## src/rtl/ttt_pkg.sv

```systemverilog
// Shared definitions for the tic-tac-toe board controller.
//   CELL_W / P1_CODE / P2_CODE : per-cell encoding of the convert vector (Q2.5)
//   CURSOR_HOME                : cursor index after reset/restart (centre cell)
//   WIN_LINES                  : the eight winning lines as 9-bit cell masks
//   cursor_* functions         : non-wrapping cursor moves on the 3x3 grid
package ttt_pkg;

  localparam int                        CELL_W      = 7;
  localparam logic signed [CELL_W-1:0]  P1_CODE     = 7'sh20;  // +1.0
  localparam logic signed [CELL_W-1:0]  P2_CODE     = 7'sh60;  // -1.0
  localparam logic [3:0]                CURSOR_HOME = 4'd4;

  localparam int N_CELLS = 9;
  localparam int N_LINES = 8;

  // Bit positions inside the sampled button vector {C,U,D,L,R}
  localparam int BTN_R = 0;
  localparam int BTN_L = 1;
  localparam int BTN_D = 2;
  localparam int BTN_U = 3;
  localparam int BTN_C = 4;

  localparam logic [N_LINES-1:0][N_CELLS-1:0] WIN_LINES = {
    9'h007,  // row    {0,1,2}
    9'h038,  // row    {3,4,5}
    9'h1C0,  // row    {6,7,8}
    9'h049,  // column {0,3,6}
    9'h092,  // column {1,4,7}
    9'h124,  // column {2,5,8}
    9'h111,  // diag   {0,4,8}
    9'h054   // diag   {2,4,6}
  };

  typedef enum logic {
    TURN_P1 = 1'b0,
    TURN_P2 = 1'b1
  } turn_e;

  function automatic logic [3:0] cursor_up(input logic [3:0] idx);
    return (idx >= 4'd3) ? idx - 4'd3 : idx;
  endfunction

  function automatic logic [3:0] cursor_down(input logic [3:0] idx);
    return (idx <= 4'd5) ? idx + 4'd3 : idx;
  endfunction

  // Left edge is column 0: cells 0, 3, 6
  function automatic logic [3:0] cursor_left(input logic [3:0] idx);
    return (idx == 4'd0 || idx == 4'd3 || idx == 4'd6) ? idx : idx - 4'd1;
  endfunction

  // Right edge is column 2: cells 2, 5, 8
  function automatic logic [3:0] cursor_right(input logic [3:0] idx);
    return (idx == 4'd2 || idx == 4'd5 || idx == 4'd8) ? idx : idx + 4'd1;
  endfunction

endpackage

```

## src/rtl/ttt_board_ctrl_if.sv

```systemverilog
// Button / board bundle between the push-button front-end (master) and the
// board controller (slave).
//   restart, BtnU/D/L/R/C : requests into the controller
//   I, P1, P2, board, P1Won, P2Won, PlayerMoved, convert : board state out
interface ttt_board_ctrl_if;
  import ttt_pkg::*;

  logic                      restart;
  logic                      BtnU;
  logic                      BtnD;
  logic                      BtnL;
  logic                      BtnR;
  logic                      BtnC;
  logic [3:0]                I;
  logic [N_CELLS-1:0]        P1;
  logic [N_CELLS-1:0]        P2;
  logic [N_CELLS-1:0]        board;
  logic                      P1Won;
  logic                      P2Won;
  logic                      PlayerMoved;
  logic [N_CELLS*CELL_W-1:0] convert;

  modport master (
    output restart, BtnU, BtnD, BtnL, BtnR, BtnC,
    input  I, P1, P2, board, P1Won, P2Won, PlayerMoved, convert
  );

  modport slave (
    input  restart, BtnU, BtnD, BtnL, BtnR, BtnC,
    output I, P1, P2, board, P1Won, P2Won, PlayerMoved, convert
  );

endinterface

```

## src/rtl/ttt_win_detect.sv

```systemverilog
// Combinational three-in-a-line detector for one player's occupancy mask.
//   mask     : 9-bit occupancy, bit i = cell i
//   has_line : high when any of the eight win lines is fully occupied
module ttt_win_detect
  import ttt_pkg::*;
(
  input  logic [N_CELLS-1:0] mask,
  output logic               has_line
);

  logic [N_LINES-1:0] line_hit;

  for (genvar gi = 0; gi < N_LINES; gi++) begin : g_line
    assign line_hit[gi] = ((mask & WIN_LINES[gi]) == WIN_LINES[gi]);
  end

  assign has_line = |line_hit;

endmodule

```

## src/rtl/ttt_board_ctrl.sv

```systemverilog
// Tic-tac-toe board controller.
//   Clk   : system clock, rising edge
//   reset : asynchronous active-high reset
//   bus   : slave side of ttt_board_ctrl_if (buttons/restart in, board out)
// Buttons act on a sampled 0->1 transition only, one action per cycle with
// priority C > U > D > L > R. Win flags are registered from the post-move
// masks so they appear together with the PlayerMoved pulse.
module ttt_board_ctrl
  import ttt_pkg::*;
(
  input  logic        Clk,
  input  logic        reset,
  ttt_board_ctrl_if.slave bus
);

  logic [3:0]         cursor_reg, cursor_next;
  logic [N_CELLS-1:0] p1_reg, p1_next;
  logic [N_CELLS-1:0] p2_reg, p2_next;
  turn_e              turn_reg, turn_next;
  logic               moved_reg, moved_next;
  logic               p1_won_reg, p2_won_reg;
  logic               p1_line, p2_line;
  logic [4:0]         btn_hist_reg, btn_now, btn_rise;
  logic [N_CELLS-1:0] board;
  logic               game_over;

  assign btn_now   = {bus.BtnC, bus.BtnU, bus.BtnD, bus.BtnL, bus.BtnR};
  assign btn_rise  = btn_now & ~btn_hist_reg;
  assign board     = p1_reg | p2_reg;
  assign game_over = p1_won_reg | p2_won_reg;

  always_comb begin
    cursor_next = cursor_reg;
    p1_next     = p1_reg;
    p2_next     = p2_reg;
    turn_next   = turn_reg;
    moved_next  = 1'b0;
    if (bus.restart) begin
      cursor_next = CURSOR_HOME;
      p1_next     = '0;
      p2_next     = '0;
      turn_next   = TURN_P1;
    end else if (btn_rise[BTN_C]) begin
      // A rejected placement still consumes the cycle: lower buttons do not act.
      if (!board[cursor_reg] && !game_over) begin
        if (turn_reg == TURN_P1) begin
          p1_next[cursor_reg] = 1'b1;
          turn_next           = TURN_P2;
        end else begin
          p2_next[cursor_reg] = 1'b1;
          turn_next           = TURN_P1;
        end
        moved_next = 1'b1;
      end
    end else if (btn_rise[BTN_U]) begin
      cursor_next = cursor_up(cursor_reg);
    end else if (btn_rise[BTN_D]) begin
      cursor_next = cursor_down(cursor_reg);
    end else if (btn_rise[BTN_L]) begin
      cursor_next = cursor_left(cursor_reg);
    end else if (btn_rise[BTN_R]) begin
      cursor_next = cursor_right(cursor_reg);
    end
  end

  ttt_win_detect u_p1_win (.mask(p1_next), .has_line(p1_line));
  ttt_win_detect u_p2_win (.mask(p2_next), .has_line(p2_line));

  always_ff @(posedge Clk or posedge reset) begin
    if (reset) begin
      cursor_reg   <= CURSOR_HOME;
      p1_reg       <= '0;
      p2_reg       <= '0;
      turn_reg     <= TURN_P1;
      moved_reg    <= 1'b0;
      p1_won_reg   <= 1'b0;
      p2_won_reg   <= 1'b0;
      btn_hist_reg <= '0;
    end else begin
      cursor_reg   <= cursor_next;
      p1_reg       <= p1_next;
      p2_reg       <= p2_next;
      turn_reg     <= turn_next;
      moved_reg    <= moved_next;
      // Masks only grow between restarts, so a detected line stays detected.
      p1_won_reg   <= p1_line;
      p2_won_reg   <= p2_line;
      btn_hist_reg <= bus.restart ? 5'd0 : btn_now;
    end
  end

  assign bus.I           = cursor_reg;
  assign bus.P1          = p1_reg;
  assign bus.P2          = p2_reg;
  assign bus.board       = board;
  assign bus.P1Won       = p1_won_reg;
  assign bus.P2Won       = p2_won_reg;
  assign bus.PlayerMoved = moved_reg;

  for (genvar gi = 0; gi < N_CELLS; gi++) begin : g_convert
    assign bus.convert[gi*CELL_W +: CELL_W] =
      p1_reg[gi] ? P1_CODE : (p2_reg[gi] ? P2_CODE : '0);
  end

endmodule

```

## src/flat_wrapper.sv

```systemverilog
// flat-port wrapper written by rule: the top's interface ports become plain ports
module ttt_board_ctrl_flat import ttt_pkg::*;
  (Clk, reset, bus_restart, bus_BtnU, bus_BtnD, bus_BtnL, bus_BtnR, bus_BtnC, bus_I, bus_P1, bus_P2, bus_board, bus_P1Won, bus_P2Won, bus_PlayerMoved, bus_convert);
  ttt_board_ctrl_if bus_i ();
  input  logic Clk;
  input  logic reset;
  input wire logic [$bits(bus_i.restart)-1:0] bus_restart;
  input wire logic [$bits(bus_i.BtnU)-1:0] bus_BtnU;
  input wire logic [$bits(bus_i.BtnD)-1:0] bus_BtnD;
  input wire logic [$bits(bus_i.BtnL)-1:0] bus_BtnL;
  input wire logic [$bits(bus_i.BtnR)-1:0] bus_BtnR;
  input wire logic [$bits(bus_i.BtnC)-1:0] bus_BtnC;
  output wire logic [$bits(bus_i.I)-1:0] bus_I;
  output wire logic [$bits(bus_i.P1)-1:0] bus_P1;
  output wire logic [$bits(bus_i.P2)-1:0] bus_P2;
  output wire logic [$bits(bus_i.board)-1:0] bus_board;
  output wire logic [$bits(bus_i.P1Won)-1:0] bus_P1Won;
  output wire logic [$bits(bus_i.P2Won)-1:0] bus_P2Won;
  output wire logic [$bits(bus_i.PlayerMoved)-1:0] bus_PlayerMoved;
  output wire logic [$bits(bus_i.convert)-1:0] bus_convert;
  assign bus_i.restart = bus_restart;
  assign bus_i.BtnU = bus_BtnU;
  assign bus_i.BtnD = bus_BtnD;
  assign bus_i.BtnL = bus_BtnL;
  assign bus_i.BtnR = bus_BtnR;
  assign bus_i.BtnC = bus_BtnC;
  assign bus_I = bus_i.I;
  assign bus_P1 = bus_i.P1;
  assign bus_P2 = bus_i.P2;
  assign bus_board = bus_i.board;
  assign bus_P1Won = bus_i.P1Won;
  assign bus_P2Won = bus_i.P2Won;
  assign bus_PlayerMoved = bus_i.PlayerMoved;
  assign bus_convert = bus_i.convert;
  ttt_board_ctrl u_core (.Clk(Clk), .reset(reset), .bus(bus_i));
endmodule
```

## config.mk

```make
export PLATFORM = sky130hd
export DESIGN_NAME = ttt_board_ctrl_flat
export DESIGN_NICKNAME = d
export VERILOG_FILES = /design/src/rtl/ttt_pkg.sv /design/src/rtl/ttt_board_ctrl_if.sv /design/src/rtl/ttt_win_detect.sv /design/src/rtl/ttt_board_ctrl.sv /design/src/flat_wrapper.sv
export SDC_FILE = /design/constraint.sdc
export NUM_CORES = 1
export LEC_CHECK = 0
export BUFFER_PORTS_ARGS = -buffer_cell sky130_fd_sc_hd__buf_4
export CAP_MARGIN = 20
export CORE_MARGIN = 1.5
export CORE_UTILIZATION = 45
export CTS_CLUSTER_SIZE = 10
export DETAILED_ROUTE_END_ITERATION = 8
export GPL_ROUTABILITY_DRIVEN = 0
export GPL_TIMING_DRIVEN = 0
export PLACE_DENSITY_LB_ADDON = 0.08
export SYNTH_ARGS = -nofsm -noshare
export SYNTH_HDL_FRONTEND = slang
export SYNTH_SLANG_ARGS = --single-unit
```

## constraint.sdc

```tcl
create_clock -name Clk -period 3.4 [get_ports Clk]
set_clock_uncertainty 0.05 [all_clocks]
set_input_delay 0.17 -clock Clk [delete_from_list [all_inputs] [get_ports Clk]]
set_output_delay 0.17 -clock Clk [all_outputs]
set_load 0.005 [all_outputs]
```

# --- Yosys cells after proc, flatten, opt, wreduce, memory -nomap -nowiden ---
# Cells that the tools add are included.
word_totals:
  register_bits: 31
  in_bits: 8
  wordCells: 112
classes:
  n_addsub: 4
  magnitude_cmp: 4
  eq_ne: 26
  muxes: 48
  bitwise: 6
  n_reduce_logical: 16
op_table:
  columns: ["operator", "count"]
  rows:
  - ["$mux W7", 18]
  - ["$mux W9", 8]
  - ["$eq A3 B3 Y1 const B", 16]
  - ["$mux W4", 10]
  - ["$or A9 B9 Y9", 3]
  - ["$reduce_or A8 Y1", 2]
  - ["$mux W1", 9]
  - ["$eq A4 B2 Y1 const B", 2]
  - ["$eq A4 B3 Y1 const B", 2]
  - ["$reduce_and A6 Y1", 1]
  - ["$and A5 B5 Y5", 1]
  - ["$lt A4 B5 Y1 const B", 1]
  - ["$mux W5", 1]
  - ["$ne A5 B2 Y1 const B", 1]
  - ["$ne A5 B3 Y1 const B", 1]
  - ["$not A5 Y5", 1]
  - ["$reduce_bool A5 Y1", 1]
  - ["$add A4 B1 Y4 const B", 1]
  - ["$add A4 B2 Y4 const B", 1]
  - ["$bmux W1 S4", 1]
  - ["$demux W1 S4", 1]
  - ["$eq A4 B4 Y1 const B", 1]
  - ["$ge A4 B1 Y1 const B", 1]
  - ["$ge A4 B2 Y1 const B", 1]
  - ["other kinds (13)", 19]

# --- Logic depth before layout (Yosys ltp) ---
logic_depth:
  ltp_word: 11
  depth_mapped: 10
  mapped_depth_nobuf: 9

# --- By module ---
# From an unflattened synthesis, not the netlist that was laid out.
unflattened:
  cells_unflattened: 254
  area_unflattened_um2: 2234.6
by_module_without_submodules:
  columns: ["module", "instances", "cells_each", "area_each_um2"]
  rows:
  - ["ttt_board_ctrl", 1, 238, 2124.5]
  - ["ttt_win_detect", 2, 8, 55.1]

# --- Worst setup path after synthesis ---
# OpenSTA, ideal clock, no wires.
synth_timing:
  kind: "reg-to-reg"
  from: "reg u_core.cursor_reg[2] (netlist: u_core.bus.I[2])"
  to: "reg u_core.p2_won_reg (netlist: u_core.bus.P2Won)"
  arrival_ns: 2.177
  setup_slack_ns: 1.047
  path_stages_with_launch: 9
  synth_period_minus_slack_ns: 2.353
  cell_sequence: "dfstp_2 > and2b_1 > a21oi_1 > a221o_1 > buf_2 > and4_1 > or2_4 > a22o_1 > a221o_1"
synth_between:
  elab_chain_cells: 11
  elab_cells_between_ends: 23
  classes_between: "order compare (2); eq/ne (8); mux (8); bitwise (1); reduce/logical (4)"
synth_rtl:
  columns: ["element", "line_no", "source"]
  rows:
  - ["from (decl)", "ttt_board_ctrl.sv:16", "logic [3:0] cursor_reg, cursor_next;"]
  - ["from (signal assigned)", "ttt_board_ctrl.sv:80", "cursor_reg <= cursor_next;"]
  - ["$lt A4 B5 Y1 (not written as such) or $ge A4 B1 Y1 (tied branches)", "ttt_board_ctrl.sv:50", "p2_next[cursor_reg] = 1'b1;"]
  - ["$logic_and A1 B1 Y1 (not written as such)", "ttt_board_ctrl.sv:50", null]
  - ["$mux W1 (not written as such)", "ttt_board_ctrl.sv:50", null]
  - ["$demux W1 S4", null, null]
  - ["$or A9 B9 Y9 (no source line)", null, null]
  - ["$mux W9", "ttt_board_ctrl.sv:46", "if (turn_reg == TURN_P1) begin"]
  - ["$mux W9 (*)", "ttt_board_ctrl.sv:45", "if (!board[cursor_reg] && !game_over) begin"]
  - ["$mux W9 (*)", "ttt_board_ctrl.sv:43", "end else if (btn_rise[BTN_C]) begin"]
  - ["$mux W9 (*)", "ttt_board_ctrl.sv:38", "if (bus.restart) begin"]
  - ["via u_core.p2_next[1]", "ttt_board_ctrl.sv:18", "logic [N_CELLS-1:0] p2_reg, p2_next;"]
  - ["$eq A3 B3 Y1", "ttt_win_detect.sv:14", "assign line_hit[gi] = ((mask & WIN_LINES[gi]) == WIN_LINES[gi]);"]
  - ["$reduce_or A8 Y1 (*)", "ttt_win_detect.sv:17", "assign has_line = |line_hit;"]
  - ["via u_core.p2_line", "ttt_board_ctrl.sv:22", "logic p1_line, p2_line;"]
  - ["to (signal assigned)", "ttt_board_ctrl.sv:87", "p2_won_reg <= p2_line;"]
  - ["to (decl)", "ttt_board_ctrl.sv:21", "logic p1_won_reg, p2_won_reg;"]
# The timed path passes the listed nets; every way through them passes the cells marked *. The select of a mux whose other input is x is not followed.
# A chain may end at the register's enable or synchronous reset.

# --- Worst setup path in the final report ---
layout_timing:
  from: "reg u_core.cursor_reg[0] (netlist: u_core.bus.I[0])"
  to: "reg u_core.cursor_reg[2] (netlist: u_core.bus.I[2])"
layout_between:
  elab_chain_cells: 8
  elab_cells_between_ends: 31
  classes_between: "add/sub (4); order compare (2); eq/ne (9); mux (10); reduce/logical (6)"
layout_rtl:
  columns: ["element", "line_no", "source"]
  rows:
  - ["$add A4 B1 Y4", "ttt_pkg.sv:54", "return (idx == 4'd2 || idx == 4'd5 || idx == 4'd8) ? idx : idx + 4'd1;"]
  - ["$mux W4", "ttt_pkg.sv:54", null]
  - ["$mux W4", "ttt_board_ctrl.sv:61", "end else if (btn_rise[BTN_R]) begin"]
  - ["$mux W4", "ttt_board_ctrl.sv:59", "end else if (btn_rise[BTN_L]) begin"]
  - ["$mux W4", "ttt_board_ctrl.sv:57", "end else if (btn_rise[BTN_D]) begin"]
  - ["$mux W4", "ttt_board_ctrl.sv:55", "end else if (btn_rise[BTN_U]) begin"]
  - ["$mux W4", "ttt_board_ctrl.sv:43", null]
  - ["$mux W4", "ttt_board_ctrl.sv:38", null]
# Several ways; a longest one is shown, not always the timed one. The select of a mux whose other input is x is not followed.

==> reports/results.ini <==
[floorplan]
ioPinCount=105
start_util=0.4725
fp.dieW_um=76.47
num_rows=26
core_sq_mm=0.005140
design.die.area_sq_mm=0.005847
die_h_um=76.47

[synthesis]
synth.area.mux_share=0.004122
ys_ff_latch=31
synth_top_family_by_area=simple AND/OR/NAND/NOR gates
seq_area_frac_synth=0.3199
synth_top_area_share=0.3091
synth_adder_area_share=0.03916
synthArstFlopShare=1.000
yosysTopAreaCell=dfrtp_1
synth.cell_area_sq_mm=0.002429
synth_ff_type=dfrtp_1
syn_area_per_cell_sq_um=8.929
synth.yosys.warnings=0
synth-xor-area-share=0.01443
synth_area_leaders=dfrtp_1 (31%), buf_4 (16%), nor2b_1 (6.4%)
netlist_instances=272
synth-edff-count=0
ys_types=61
synth_simple_gate_area_frac=0.2586
synth_compound_area_frac=0.1685

[placement]
place_ws_ns=0.6376
dp.cells=447
placed_area_sq_mm=0.003179
dp_hpwl_um=4848
port_buffers=59

[sta]
fin_crit_ns=2.793
setup_slack_ns=0.6068
setup_tns_ns=0
period_share=0.8215
tightestPinTransition_ns=0.7571
drv_slew=0
rsz0062_at_grt=false
fmax_ghz=0.3580
finalSetupViolCount=0
max-slew-margin-rel=0.4952
hold_viol_final=0

[grt]
grt_max_degree=17
overflow=0
grt_pass1_vias=2028
grt_use_total=0.2187
grt_pass1_wl_um=10210
antenna_found_initial=0

[critical_path]
worstSetupEndpointType=register
startpoint_type=register
worstPathArrival_ns=2.93
worstPathMaxFanout=11
critPathKind=register to register
required_ns=3.54

[detailed_routing]
post_drt_wl_per_cell_um=13.54
viasPerCell=4.934
final_antenna_net_count=0
drt_iter0_drc=161
wirelength_um=6172
vias=2250
drt_pass1_iterations=5
drc_errors=0

[clock_network]
cts_max_path_buffers=2
cts_sinks=31
worstSkewPairLatency_ns=0.28
htree_num_levels=2
clockRootBuffer=clkbuf_8
cts_buffers=5
clk_pin_slew_ns=0.07
cts_tree=done
post_cts_resize_count=0

[final_layout]
drive_above_1_share=0.3705
syn_to_final_growth_pct=35.45
n_fill_cell=483
fin_cells=456
design_area_sq_mm=0.003289
antenna_cells=0
layout.nets=400

[hold_path]
hold_path.class=input pin to register

[power_and_ir_drop]
ir_drop_mv=0.2142
power.leakage_nw=1.793
p_total_mw=1.244
powerDensity_mw_per_mm2=378.1

[outcome]
outcome=completed

[flow_run]
cap_violations=0

==> repair_timing <==
action | 4_1_cts | 5_1_grt
hold endpoints to repair | 30 | 0
setup buffers | 0 | 0
hold buffers | 1 | 0
==> final timing paths <==
kind                       cells past startpoint                               end                   startpoint  slack (ns)
hold / removal                                 2  u_core.btn_hist_reg[0]$_DFF_PP0_                     bus_BtnR        0.06
hold reg to reg                                1        u_core.bus.P2[5]$_DFF_PP0_   u_core.bus.P2[5]$_DFF_PP0_        0.55
setup reg to reg                              10       u_core.bus.I[2]$_DFFE_PP1P_  u_core.bus.I[0]$_DFFE_PP0P_        0.61
setup / recovery                              10       u_core.bus.I[2]$_DFFE_PP1P_  u_core.bus.I[0]$_DFFE_PP0P_        0.61
min in group asynchronous                      4  u_core.btn_hist_reg[3]$_DFF_PP0_                        reset        0.54
max in group asynchronous                      4       u_core.bus.I[2]$_DFFE_PP1P_                        reset        2.55
==> worst max-delay path: stages (launching register included) <==
cell      delay [ns]
dfrtp_1         0.53
inv_1           0.27
ha_1            0.21
clkbuf_1        0.41
nor3_1          0.09
o31ai_1         0.26
a31oi_1         0.12
o21ai_1         0.43
a21oi_1         0.09
o22ai_1         0.16
nand2_1         0.09
==> report_power, final <==
part           switching [mW]  internal [mW]
Clock                   0.132          0.184
Combinational           0.263          0.226
Sequential             0.0420          0.396
Total                   0.437          0.807
==> area by class of cell <==
| type | instances | area, sq um | area share |
|---|---|---|---|
| multi-input cells | 214 | 1346 | 0.4093 |
| inverters | 10 | 37.54 | 0.01141 |
| well taps | 70 | 87.58 | 0.02663 |
| plain buffers | 61 | 432.9 | 0.1316 |
| flip-flops and latches | 31 | 777.0 | 0.2362 |
| clock buffers | 8 | 100.1 | 0.03043 |
| repair buffers | 62 | 508.0 | 0.1544 |
==> cells in the final DEF, fill, tap and decap left out, drive strengths merged, types with 2 or more instances in the layout <==
cell type and n:
a21oi 9, a31o 2, o21ai 8, o2bb2ai 3, dfrtp 30, clkbuf 12, nor2b 25, and4 2
or4b 2, nand3 4, buf 118, a21o 3, nand2 17, nor2 10, conb 45, nand2b 4
or2 10, a211o 2, or3 3, ha 6, a32o 6, nor3b 3, a22o 3, and2b 2
o31ai 2, xnor2 2, or3b 2, a22oi 5, inv 10, nor3 8, and3 2, a221o 2
nor4b 4, xor2 2
==> routing by layer <==
metal  up-vias  share of wire  GRT usage  wire length, um
met5         -              0          0                0
met4         0         0.0096    0.05556               59
met3         5          0.088    0.05509              542
met2       115           0.47     0.3607             2908
met1      1047           0.43     0.2861             2661
li1       1083              -          -                -
==> cells in the mapped netlist, types with 2 or more instances <==
library cell	n
buf_4	53
dfrtp_1	30
nor2b_1	25
nand2_1	17
inv_1	10
a21oi_1	9
nor2_1	9
or2_2	8
a32o_1	6
ha_1	6
nor3_1	6
a22oi_1	5
o21ai_0	5
buf_2	4
clkbuf_1	4
nand2b_1	4
nand3_1	4
a21o_1	3
a22o_1	3
nor3b_1	3
nor4b_1	3
o2bb2ai_1	3
or3_1	3
a211o_1	2
a221o_1	2
and2b_1	2
and3_1	2
and4_1	2
o21ai_1	2
o31ai_1	2
or3b_1	2
or4b_1	2
xnor2_1	2
xor2_1	2
==> cell families (layout without fill, tap and decap cells) <==
kind of cell | after synthesis | after routing
DFF | 31 | 31
other | 1 | 45
adders and majority gates | 7 | 7
and+or+nand+nor | 103 | 103
xor gates and xnor gates | 4 | 4
AOI/OAI and AO/OA | 54 | 54
muxes | 1 | 1
buffers and inverters | 71 | 141
==> metrics by stage <==
step	hold slack [ns]	utilization
finish	0.05989	0.6400
CTS	0.05649	0.6400
floorplan	0.2228	-
detailed placement	0.2889	0.6185
global route	0.07096	0.6400
global placement	0.3511	0.6078
Power figures use the tool's default switching activity.
